--- src/rtl/spi_pkg.sv ---
// Shared types for the SPI-to-RAM command controller: command encoding,
// FSM state encoding and the payload range check.
package spi_pkg;

    typedef enum logic [1:0] {
        WR_ADDR = 2'b00,
        WR_DATA = 2'b01,
        RD_ADDR = 2'b10,
        RD_DATA = 2'b11
    } cmd_e;

    typedef enum logic [2:0] {
        IDLE,
        WR_REQ,
        RD_REQ,
        RD_WAIT,
        TX_HOLD
    } state_e;

    function automatic logic addr_in_range(input logic [7:0] v, input int depth);
        return int'(v) < depth;
    endfunction

endpackage

--- src/rtl/spi_ram_ctrl_if.sv ---
// SPI-slave word channel plus RAM request/response bus of spi_ram_ctrl.
interface spi_ram_ctrl_if #(parameter int ADDR_W = 8);
    logic [9:0]        rx_data;
    logic              rx_valid;
    logic [7:0]        tx_data;
    logic              tx_valid;
    logic              mem_req;
    logic              mem_we;
    logic [ADDR_W-1:0] mem_addr;
    logic [7:0]        mem_wdata;
    logic              mem_gnt;
    logic              mem_rvalid;
    logic [7:0]        mem_rdata;
    logic              busy;
    logic              cmd_err;

    modport slave (
        input  rx_data, rx_valid, mem_gnt, mem_rvalid, mem_rdata,
        output tx_data, tx_valid, mem_req, mem_we, mem_addr, mem_wdata, busy, cmd_err
    );

    modport master (
        output rx_data, rx_valid, mem_gnt, mem_rvalid, mem_rdata,
        input  tx_data, tx_valid, mem_req, mem_we, mem_addr, mem_wdata, busy, cmd_err
    );
endinterface

--- src/rtl/spi_valid_edge.sv ---
// Rising-edge detector for the level-type rx_valid strobe.
module spi_valid_edge (
    input  logic clk,
    input  logic rst,
    input  logic level_i,
    output logic rise_o
);
    logic level_q;

    always_ff @(posedge clk) begin
        if (rst) level_q <= 1'b0;
        else     level_q <= level_i;
    end

    assign rise_o = level_i & ~level_q;
endmodule

--- src/rtl/spi_ram_ctrl.sv ---
// Decodes SPI command words into RAM reads/writes and returns read data.
// Optional feature: define SPI_ADDR_AUTO_INC_EN to post-increment wr_addr on each granted write.
module spi_ram_ctrl
    import spi_pkg::*;
#(
    parameter int MEM_DEPTH = 256,
    parameter int ADDR_W    = $clog2(MEM_DEPTH)
) (
    input  logic           clk,
    input  logic           rst,
    spi_ram_ctrl_if.slave  bus
);
    state_e            state_q, state_d;
    logic [ADDR_W-1:0] wr_addr_q, wr_addr_d;
    logic [ADDR_W-1:0] rd_addr_q, rd_addr_d;
    logic              rd_armed_q, rd_armed_d;
    logic [7:0]        wdata_q, wdata_d;
    logic [7:0]        tx_data_q, tx_data_d;
    logic              tx_valid_q, tx_valid_d;
    logic              cmd_err_q, cmd_err_d;

    logic              rise;
    logic              busy;
    cmd_e              cmd;
    logic [7:0]        payload;
    logic              pl_ok;

    spi_valid_edge u_edge (
        .clk     (clk),
        .rst     (rst),
        .level_i (bus.rx_valid),
        .rise_o  (rise)
    );

    assign cmd     = cmd_e'(bus.rx_data[9:8]);
    assign payload = bus.rx_data[7:0];
    assign pl_ok   = addr_in_range(payload, MEM_DEPTH);
    assign busy    = !(state_q == IDLE || state_q == TX_HOLD);

    always_ff @(posedge clk) begin
        if (rst) begin
            state_q    <= IDLE;
            wr_addr_q  <= '0;
            rd_addr_q  <= '0;
            rd_armed_q <= 1'b0;
            wdata_q    <= '0;
            tx_data_q  <= '0;
            tx_valid_q <= 1'b0;
            cmd_err_q  <= 1'b0;
        end else begin
            state_q    <= state_d;
            wr_addr_q  <= wr_addr_d;
            rd_addr_q  <= rd_addr_d;
            rd_armed_q <= rd_armed_d;
            wdata_q    <= wdata_d;
            tx_data_q  <= tx_data_d;
            tx_valid_q <= tx_valid_d;
            cmd_err_q  <= cmd_err_d;
        end
    end

    always_comb begin
        state_d    = state_q;
        wr_addr_d  = wr_addr_q;
        rd_addr_d  = rd_addr_q;
        rd_armed_d = rd_armed_q;
        wdata_d    = wdata_q;
        tx_data_d  = tx_data_q;
        tx_valid_d = tx_valid_q;
        cmd_err_d  = 1'b0;

        // Edges arriving mid-access are dropped; the request stays untouched.
        if (rise && busy) cmd_err_d = 1'b1;

        case (state_q)
            IDLE, TX_HOLD: begin
                if (rise) begin
                    tx_valid_d = 1'b0;
                    case (cmd)
                        WR_ADDR: begin
                            if (pl_ok) wr_addr_d = payload[ADDR_W-1:0];
                            else       cmd_err_d = 1'b1;
                        end
                        WR_DATA: begin
                            wdata_d = payload;
                            state_d = WR_REQ;
                        end
                        RD_ADDR: begin
                            if (pl_ok) begin
                                rd_addr_d  = payload[ADDR_W-1:0];
                                rd_armed_d = 1'b1;
                            end else begin
                                cmd_err_d = 1'b1;
                            end
                        end
                        RD_DATA: begin
                            if (rd_armed_q) state_d   = RD_REQ;
                            else            cmd_err_d = 1'b1;
                        end
                    endcase
                end
            end
            WR_REQ: begin
                if (bus.mem_gnt) begin
                    state_d = IDLE;
`ifdef SPI_ADDR_AUTO_INC_EN
                    wr_addr_d = (wr_addr_q == ADDR_W'(MEM_DEPTH - 1)) ? '0 : wr_addr_q + 1'b1;
`else
                    wr_addr_d = wr_addr_q;
`endif
                end
            end
            RD_REQ: begin
                if (bus.mem_gnt) begin
                    state_d    = RD_WAIT;
                    rd_armed_d = 1'b0;
                end
            end
            RD_WAIT: begin
                if (bus.mem_rvalid) begin
                    tx_data_d  = bus.mem_rdata;
                    tx_valid_d = 1'b1;
                    state_d    = TX_HOLD;
                end
            end
            default: state_d = IDLE;
        endcase
    end

    // Request fields come straight from registers frozen while busy, so they hold until grant.
    assign bus.mem_req   = (state_q == WR_REQ) || (state_q == RD_REQ);
    assign bus.mem_we    = (state_q == WR_REQ);
    assign bus.mem_addr  = (state_q == WR_REQ) ? wr_addr_q :
                           (state_q == RD_REQ) ? rd_addr_q : '0;
    assign bus.mem_wdata = (state_q == WR_REQ) ? wdata_q : '0;
    assign bus.tx_data   = tx_data_q;
    assign bus.tx_valid  = tx_valid_q;
    assign bus.busy      = busy;
    assign bus.cmd_err   = cmd_err_q;
endmodule

--- src/flat_wrapper.sv ---
// flat-port wrapper written by rule: the top's interface ports become plain ports
module spi_ram_ctrl_flat import spi_pkg::*;
#(
    parameter int MEM_DEPTH = 256,
    parameter int ADDR_W    = $clog2(MEM_DEPTH)
)
  (clk, rst, bus_rx_data, bus_rx_valid, bus_mem_gnt, bus_mem_rvalid, bus_mem_rdata, bus_tx_data, bus_tx_valid, bus_mem_req, bus_mem_we, bus_mem_addr, bus_mem_wdata, bus_busy, bus_cmd_err);
  spi_ram_ctrl_if #(.ADDR_W(ADDR_W)) bus_i ();
  input  logic clk;
  input  logic rst;
  input wire logic [$bits(bus_i.rx_data)-1:0] bus_rx_data;
  input wire logic [$bits(bus_i.rx_valid)-1:0] bus_rx_valid;
  input wire logic [$bits(bus_i.mem_gnt)-1:0] bus_mem_gnt;
  input wire logic [$bits(bus_i.mem_rvalid)-1:0] bus_mem_rvalid;
  input wire logic [$bits(bus_i.mem_rdata)-1:0] bus_mem_rdata;
  output wire logic [$bits(bus_i.tx_data)-1:0] bus_tx_data;
  output wire logic [$bits(bus_i.tx_valid)-1:0] bus_tx_valid;
  output wire logic [$bits(bus_i.mem_req)-1:0] bus_mem_req;
  output wire logic [$bits(bus_i.mem_we)-1:0] bus_mem_we;
  output wire logic [$bits(bus_i.mem_addr)-1:0] bus_mem_addr;
  output wire logic [$bits(bus_i.mem_wdata)-1:0] bus_mem_wdata;
  output wire logic [$bits(bus_i.busy)-1:0] bus_busy;
  output wire logic [$bits(bus_i.cmd_err)-1:0] bus_cmd_err;
  assign bus_i.rx_data = bus_rx_data;
  assign bus_i.rx_valid = bus_rx_valid;
  assign bus_i.mem_gnt = bus_mem_gnt;
  assign bus_i.mem_rvalid = bus_mem_rvalid;
  assign bus_i.mem_rdata = bus_mem_rdata;
  assign bus_tx_data = bus_i.tx_data;
  assign bus_tx_valid = bus_i.tx_valid;
  assign bus_mem_req = bus_i.mem_req;
  assign bus_mem_we = bus_i.mem_we;
  assign bus_mem_addr = bus_i.mem_addr;
  assign bus_mem_wdata = bus_i.mem_wdata;
  assign bus_busy = bus_i.busy;
  assign bus_cmd_err = bus_i.cmd_err;
  spi_ram_ctrl #(.MEM_DEPTH(MEM_DEPTH), .ADDR_W(ADDR_W)) u_core (.clk(clk), .rst(rst), .bus(bus_i));
endmodule
--- config.mk ---
export PLATFORM = sky130hd
export DESIGN_NAME = spi_ram_ctrl_flat
export DESIGN_NICKNAME = d
export VERILOG_FILES = /design/src/rtl/spi_pkg.sv /design/src/rtl/spi_ram_ctrl_if.sv /design/src/rtl/spi_valid_edge.sv /design/src/rtl/spi_ram_ctrl.sv /design/src/flat_wrapper.sv
export SDC_FILE = /design/constraint.sdc
export NUM_CORES = 1
export LEC_CHECK = 0
export BUFFER_PORTS_ARGS = -buffer_cell sky130_fd_sc_hd__buf_2
export CORE_MARGIN = 8
export CORE_UTILIZATION = 54
export CTS_CLUSTER_DIAMETER = 30
export DETAILED_ROUTE_END_ITERATION = 7
export PLACE_DENSITY = 0.81
export SLEW_MARGIN = 10
export SYNTH_ARGS = -nofsm -noshare
export SYNTH_HDL_FRONTEND = slang
export SYNTH_SLANG_ARGS = --single-unit
--- constraint.sdc ---
create_clock -name clk -period 4.1 [get_ports clk]
set_input_delay 0.205 -clock clk [delete_from_list [all_inputs] [get_ports clk]]
set_output_delay 0.205 -clock clk [all_outputs]
set_load 0.05 [all_outputs]
==> report_table.html <==
<table>
<tr><th>Metric</th><th>Value</th></tr>
<tr><th colspan="2">Timing</th></tr>
<tr><td>Pins Over Slew Limit</td><td>0</td></tr>
<tr><td>Tmin final</td><td>2.44 ns</td></tr>
<tr><td>Setup repair after global routing missed its margin</td><td>false</td></tr>
<tr><td>Count of final setup violators</td><td>0</td></tr>
<tr><td>Total negative slack</td><td>0 ns</td></tr>
<tr><td>Slew margin rel.</td><td>42.8%</td></tr>
<tr><td>Fin Clk Skew</td><td>0.00699 ns</td></tr>
<tr><td>Final count of hold timing violations</td><td>0</td></tr>
<tr><td>Least-Margin Pin Slew</td><td>0.856 ns</td></tr>
<tr><td>Upper clock frequency limit</td><td>410 MHz</td></tr>
<tr><td>Post-route fraction of the period consumed by the critical path</td><td>59.5%</td></tr>
<tr><th colspan="2">Placement</th></tr>
<tr><td>Number of I/O port buffers</td><td>51</td></tr>
<tr><td>Final weighted congestion of routability-driven global placement</td><td>0.835</td></tr>
<tr><td>Number of cells after detailed placement</td><td>272</td></tr>
<tr><td>Placed wire-length estimate</td><td>3000 um</td></tr>
<tr><th colspan="2">Critical path</th></tr>
<tr><td>Setup slack of the most critical reg-to-reg path</td><td>1.86 ns</td></tr>
<tr><td>Worst R2R Start</td><td>u_core.state_q[1]$_SDFFE_PP0P_</td></tr>
<tr><td>Crit path buffers/inverters</td><td>1</td></tr>
<tr><td>Critical path startpoint category</td><td>flip-flop</td></tr>
<tr><td>Register-to-Register Path Depth</td><td>3</td></tr>
<tr><td>Ordered list of cells on the worst path</td><td>nor2b_1 -&gt; and2_1 -&gt; a22o_1 -&gt; buf_2</td></tr>
<tr><td>CP max-delay cell</td><td>sky130_fd_sc_hd__nor2b_1</td></tr>
<tr><td>Critical path's top delay family</td><td>simple AND/OR/NAND/NOR gates</td></tr>
<tr><td>Critical Path AT</td><td>2.24 ns</td></tr>
<tr><td>WS Path Type</td><td>reg2out</td></tr>
<tr><td>Critical register-to-register path endpoint</td><td>u_core.rd_armed_q$_SDFFE_PP0P_</td></tr>
<tr><td>Critical Path End Type</td><td>output pin</td></tr>
<tr><td>Max Fanout on Critical Path</td><td>11</td></tr>
<tr><td>Maximum cell stage delay along the critical path</td><td>0.55 ns</td></tr>
<tr><td>Required time worst endpoint</td><td>3.89 ns</td></tr>
<tr><th colspan="2">Die</th></tr>
<tr><td>Overall die area</td><td>5280 um2</td></tr>
<tr><td>Area of the core</td><td>3050 um2</td></tr>
<tr><td>Starting utilization of the core area</td><td>56.7%</td></tr>
<tr><td>DIE HEIGHT</td><td>72.6 um</td></tr>
<tr><td>Ports placed on the boundary</td><td>52</td></tr>
<tr><td>Number of standard-cell rows in the floorplan</td><td>20</td></tr>
<tr><td>Horiz. Die Dim</td><td>72.6 um</td></tr>
<tr><th colspan="2">Min path</th></tr>
<tr><td>Number of cells on the worst hold path</td><td>2</td></tr>
<tr><td>Terminating pin of the worst hold path</td><td>u_core.rd_armed_q$_SDFFE_PP0P_</td></tr>
<tr><td>Launch point of the worst hold path</td><td>bus_mem_gnt</td></tr>
<tr><td>Kind of path behind the tightest hold check</td><td>in2reg</td></tr>
<tr><th colspan="2">Yosys</th></tr>
<tr><td>Synthesized area per cell</td><td>9.11 um2</td></tr>
<tr><td>EDFF count, synth</td><td>0</td></tr>
<tr><td>Share of synthesized area spent on multiplexers</td><td>9.83%</td></tr>
<tr><td>Share of synthesized area occupied by flip-flops and latches</td><td>45.1%</td></tr>
<tr><td>Cell area after technology mapping</td><td>1730 um2</td></tr>
<tr><td>Adder-Cell Fraction of Synth Area</td><td>0%</td></tr>
<tr><td>Main combinational cell family by area after synthesis</td><td>simple AND/OR/NAND/NOR gates</td></tr>
<tr><td>Compound-gate portion of the synthesized area</td><td>14.6%</td></tr>
<tr><td>Synthesized instance count</td><td>190</td></tr>
<tr><td>Post-synth cell types</td><td>30</td></tr>
<tr><td>Primary FF master, synth</td><td>sky130_fd_sc_hd__dfxtp_1</td></tr>
<tr><td>#FFs+latches synth</td><td>39</td></tr>
<tr><td>Post-Synthesis Net Count</td><td>213</td></tr>
<tr><td>Count of warnings emitted by yosys</td><td>0</td></tr>
<tr><td>Simple-gate share of the synthesized area</td><td>25.9%</td></tr>
<tr><td>Post-Synth XOR/XNOR Area</td><td>0%</td></tr>
<tr><td>Fraction of synthesis flops using an asynchronous set or reset pin</td><td>0%</td></tr>
<tr><th colspan="2">Power</th></tr>
<tr><td>Largest voltage drop on the vdd net</td><td>0.223 mV</td></tr>
<tr><td>Leakage</td><td>0.915 nW</td></tr>
<tr><td>PwrDens</td><td>317 nW/um2</td></tr>
<tr><td>Power consumption</td><td>0.646 mW</td></tr>
<tr><th colspan="2">CTS</th></tr>
<tr><td>Num CTS Buffers</td><td>5</td></tr>
<tr><td>Clock latency of the later-clocked register in the worst-skew pair</td><td>0.34 ns</td></tr>
<tr><td>CTS Hold Buffers Added</td><td>0</td></tr>
<tr><td>CTS H-Tree Depth</td><td>2</td></tr>
<tr><td>Total clock sinks</td><td>39</td></tr>
<tr><td>Postcts setup bufs</td><td>0</td></tr>
<tr><td>Clock-pin slew reported for the worst setup and hold paths after clock tree synthesis</td><td>0.11 ns</td></tr>
<tr><td>Clock tree root buffer cell</td><td>sky130_fd_sc_hd__clkbuf_4</td></tr>
<tr><td>Number of gates given a new drive strength after cts</td><td>0</td></tr>
<tr><td>Maximum root-to-sink buffer count</td><td>2</td></tr>
<tr><td>Clock tree from TritonCTS</td><td>yes</td></tr>
<tr><th colspan="2">Routing</th></tr>
<tr><td>Iteration count of the initial detailed-routing pass</td><td>4</td></tr>
<tr><td>Avg WL per Cell</td><td>14.6 um</td></tr>
<tr><td>Mean number of vias per cell</td><td>5.25</td></tr>
<tr><td>Routed vias</td><td>1469</td></tr>
<tr><td>Post-route antenna net violation count</td><td>0</td></tr>
<tr><td>1st-iter DRT viols</td><td>61</td></tr>
<tr><td>Detailed-route wire length</td><td>4090 um</td></tr>
<tr><td>Post-detailed-route DRC marker count</td><td>0</td></tr>
<tr><th colspan="2">GRT</th></tr>
<tr><td>Global-route congestion overflow total</td><td>0</td></tr>
<tr><td>Met2 routing resource usage after global routing</td><td>27.0%</td></tr>
<tr><td>GR met1 Demand/Resource</td><td>17.8%</td></tr>
<tr><td>Busiest grt layer</td><td>met2</td></tr>
<tr><td>Number of antenna violations at the first check in global routing</td><td>0</td></tr>
<tr><td>Number of global-route vias before repair</td><td>1521</td></tr>
<tr><td>Global-route wire length before repair</td><td>6820 um</td></tr>
<tr><td>Largest net degree at the start of global routing</td><td>48</td></tr>
<tr><td>Met3 demand-to-capacity share in global routing</td><td>8.10%</td></tr>
<tr><td>Total routing usage reported by global routing</td><td>16.4%</td></tr>
<tr><th colspan="2">Run</th></tr>
<tr><td>Number of max-cap violations</td><td>0</td></tr>
<tr><th colspan="2">Final layout</th></tr>
<tr><td>Antenna diode count</td><td>0</td></tr>
<tr><td>Leading cell type in the layout, fill and taps excluded</td><td>sky130_fd_sc_hd__buf_2</td></tr>
<tr><td>Final Net Count</td><td>258</td></tr>
<tr><td>Most used cells in the layout excluding fill and tap cells</td><td>sky130_fd_sc_hd__buf_2, sky130_fd_sc_hd__dfxtp_1, sky130_fd_sc_hd__nand2b_1</td></tr>
<tr><td>Non-filler instance count after layout</td><td>280</td></tr>
<tr><td>Share of cells above drive strength 1</td><td>26.3%</td></tr>
<tr><td>Layout overhead on the synthesized area</td><td>17.7%</td></tr>
<tr><th colspan="2">Status</th></tr>
<tr><td>Run status</td><td>finished, final reports clean</td></tr>
</table>
## cell usage after synthesis, drive strengths merged, types with 3 or more instances
| library cell | number | area, um2 |
|---|---|---|
| clkbuf | 11 | 41.3 |
| nand3 | 8 | 40.0 |
| buf | 3 | 26.3 |
| dfxtp | 39 | 781 |
| nor2b | 4 | 25.0 |
| nand2b | 25 | 156 |
| and3 | 8 | 50.1 |
| nand2 | 17 | 63.8 |
| o21ai | 8 | 40.0 |
| a22o | 8 | 70.1 |
| mux2i | 17 | 170 |
| inv | 3 | 11.3 |
| a21oi | 19 | 95.1 |
## registers in the layout (all words and copies together), names as in the netlist
register / flops
u_core.state_q: 3
u_core.bus.tx_valid: 1
u_core.rd_armed_q: 1
u_core.wdata_q: 8
u_core.wr_addr_q: 8
u_core.bus.tx_data: 8
u_core.bus.cmd_err: 1
u_core.rd_addr_q: 8
u_core.u_edge.level_q: 1
## layout make-up
cell class,instances,area [um2]
well taps,44,55.1
flip-flops and latches,39,781
fillers,284,1010
clock inverters,1,5.00
clock buffers,7,45.0
multi-input cells,134,878
inverters,3,11.3
repair buffers,52,263
## logic make-up after synthesis
kind of cell | Yosys count
AO/OA/AOI/OAI | 41
buffers and inverters | 17
flip-flops | 39
multiplexers | 17
AND/OR/NAND/NOR | 76
## per-layer routing
layer | share of wire, % | up-vias | wire (um)
met3 | 8.3 | 4 | 341
li1 | - | 753 | -
met5 | 0 | - | 0
met1 | 43 | 669 | 1760
met2 | 48 | 43 | 1970
met4 | 0.66 | 0 | 27
## report_power, final
part | internal (mW) | switching (mW)
registers | 0.388 | 0.00535
clock network | 0.0669 | 0.116
logic | 0.0273 | 0.0432
total | 0.482 | 0.164
## per-stage QoR
step                      setup slack [ns]  utilization [%]  hold slack (ns)  area (um2)
after floorplan                       2.05                -            0.316        1730
final                                 1.66             66.8           0.0889        2040
after global placement                1.97             65.1            0.440        1990
after global routing                  1.45             66.8           0.0589        2040
after CTS                             1.64             66.8           0.0725        2040
after detailed placement              1.89             65.1            0.447        1990
## how the worst max path moves through the flow
stage | slack [ns] | startpoint | endpoint | cells after the start
2_1_floorplan | 2.05 | u_core.state_q[1]$_SDFFE_PP0P_ | bus_mem_addr[0] | 5
3_3_place_gp | 1.97 | u_core.state_q[1]$_SDFFE_PP0P_ | u_core.rd_armed_q$_SDFFE_PP0P_ | 3
3_5_place_dp | 1.89 | u_core.state_q[1]$_SDFFE_PP0P_ | u_core.rd_armed_q$_SDFFE_PP0P_ | 3
4_1_cts | 1.64 | u_core.state_q[0]$_SDFFE_PP0P_ | bus_mem_addr[3] | 4
5_1_grt | 1.45 | u_core.state_q[0]$_SDFFE_PP0P_ | bus_mem_addr[7] | 4
6_report | 1.66 | u_core.state_q[0]$_SDFFE_PP0P_ | bus_mem_addr[3] | 4
Power figures use the tool's default switching activity.
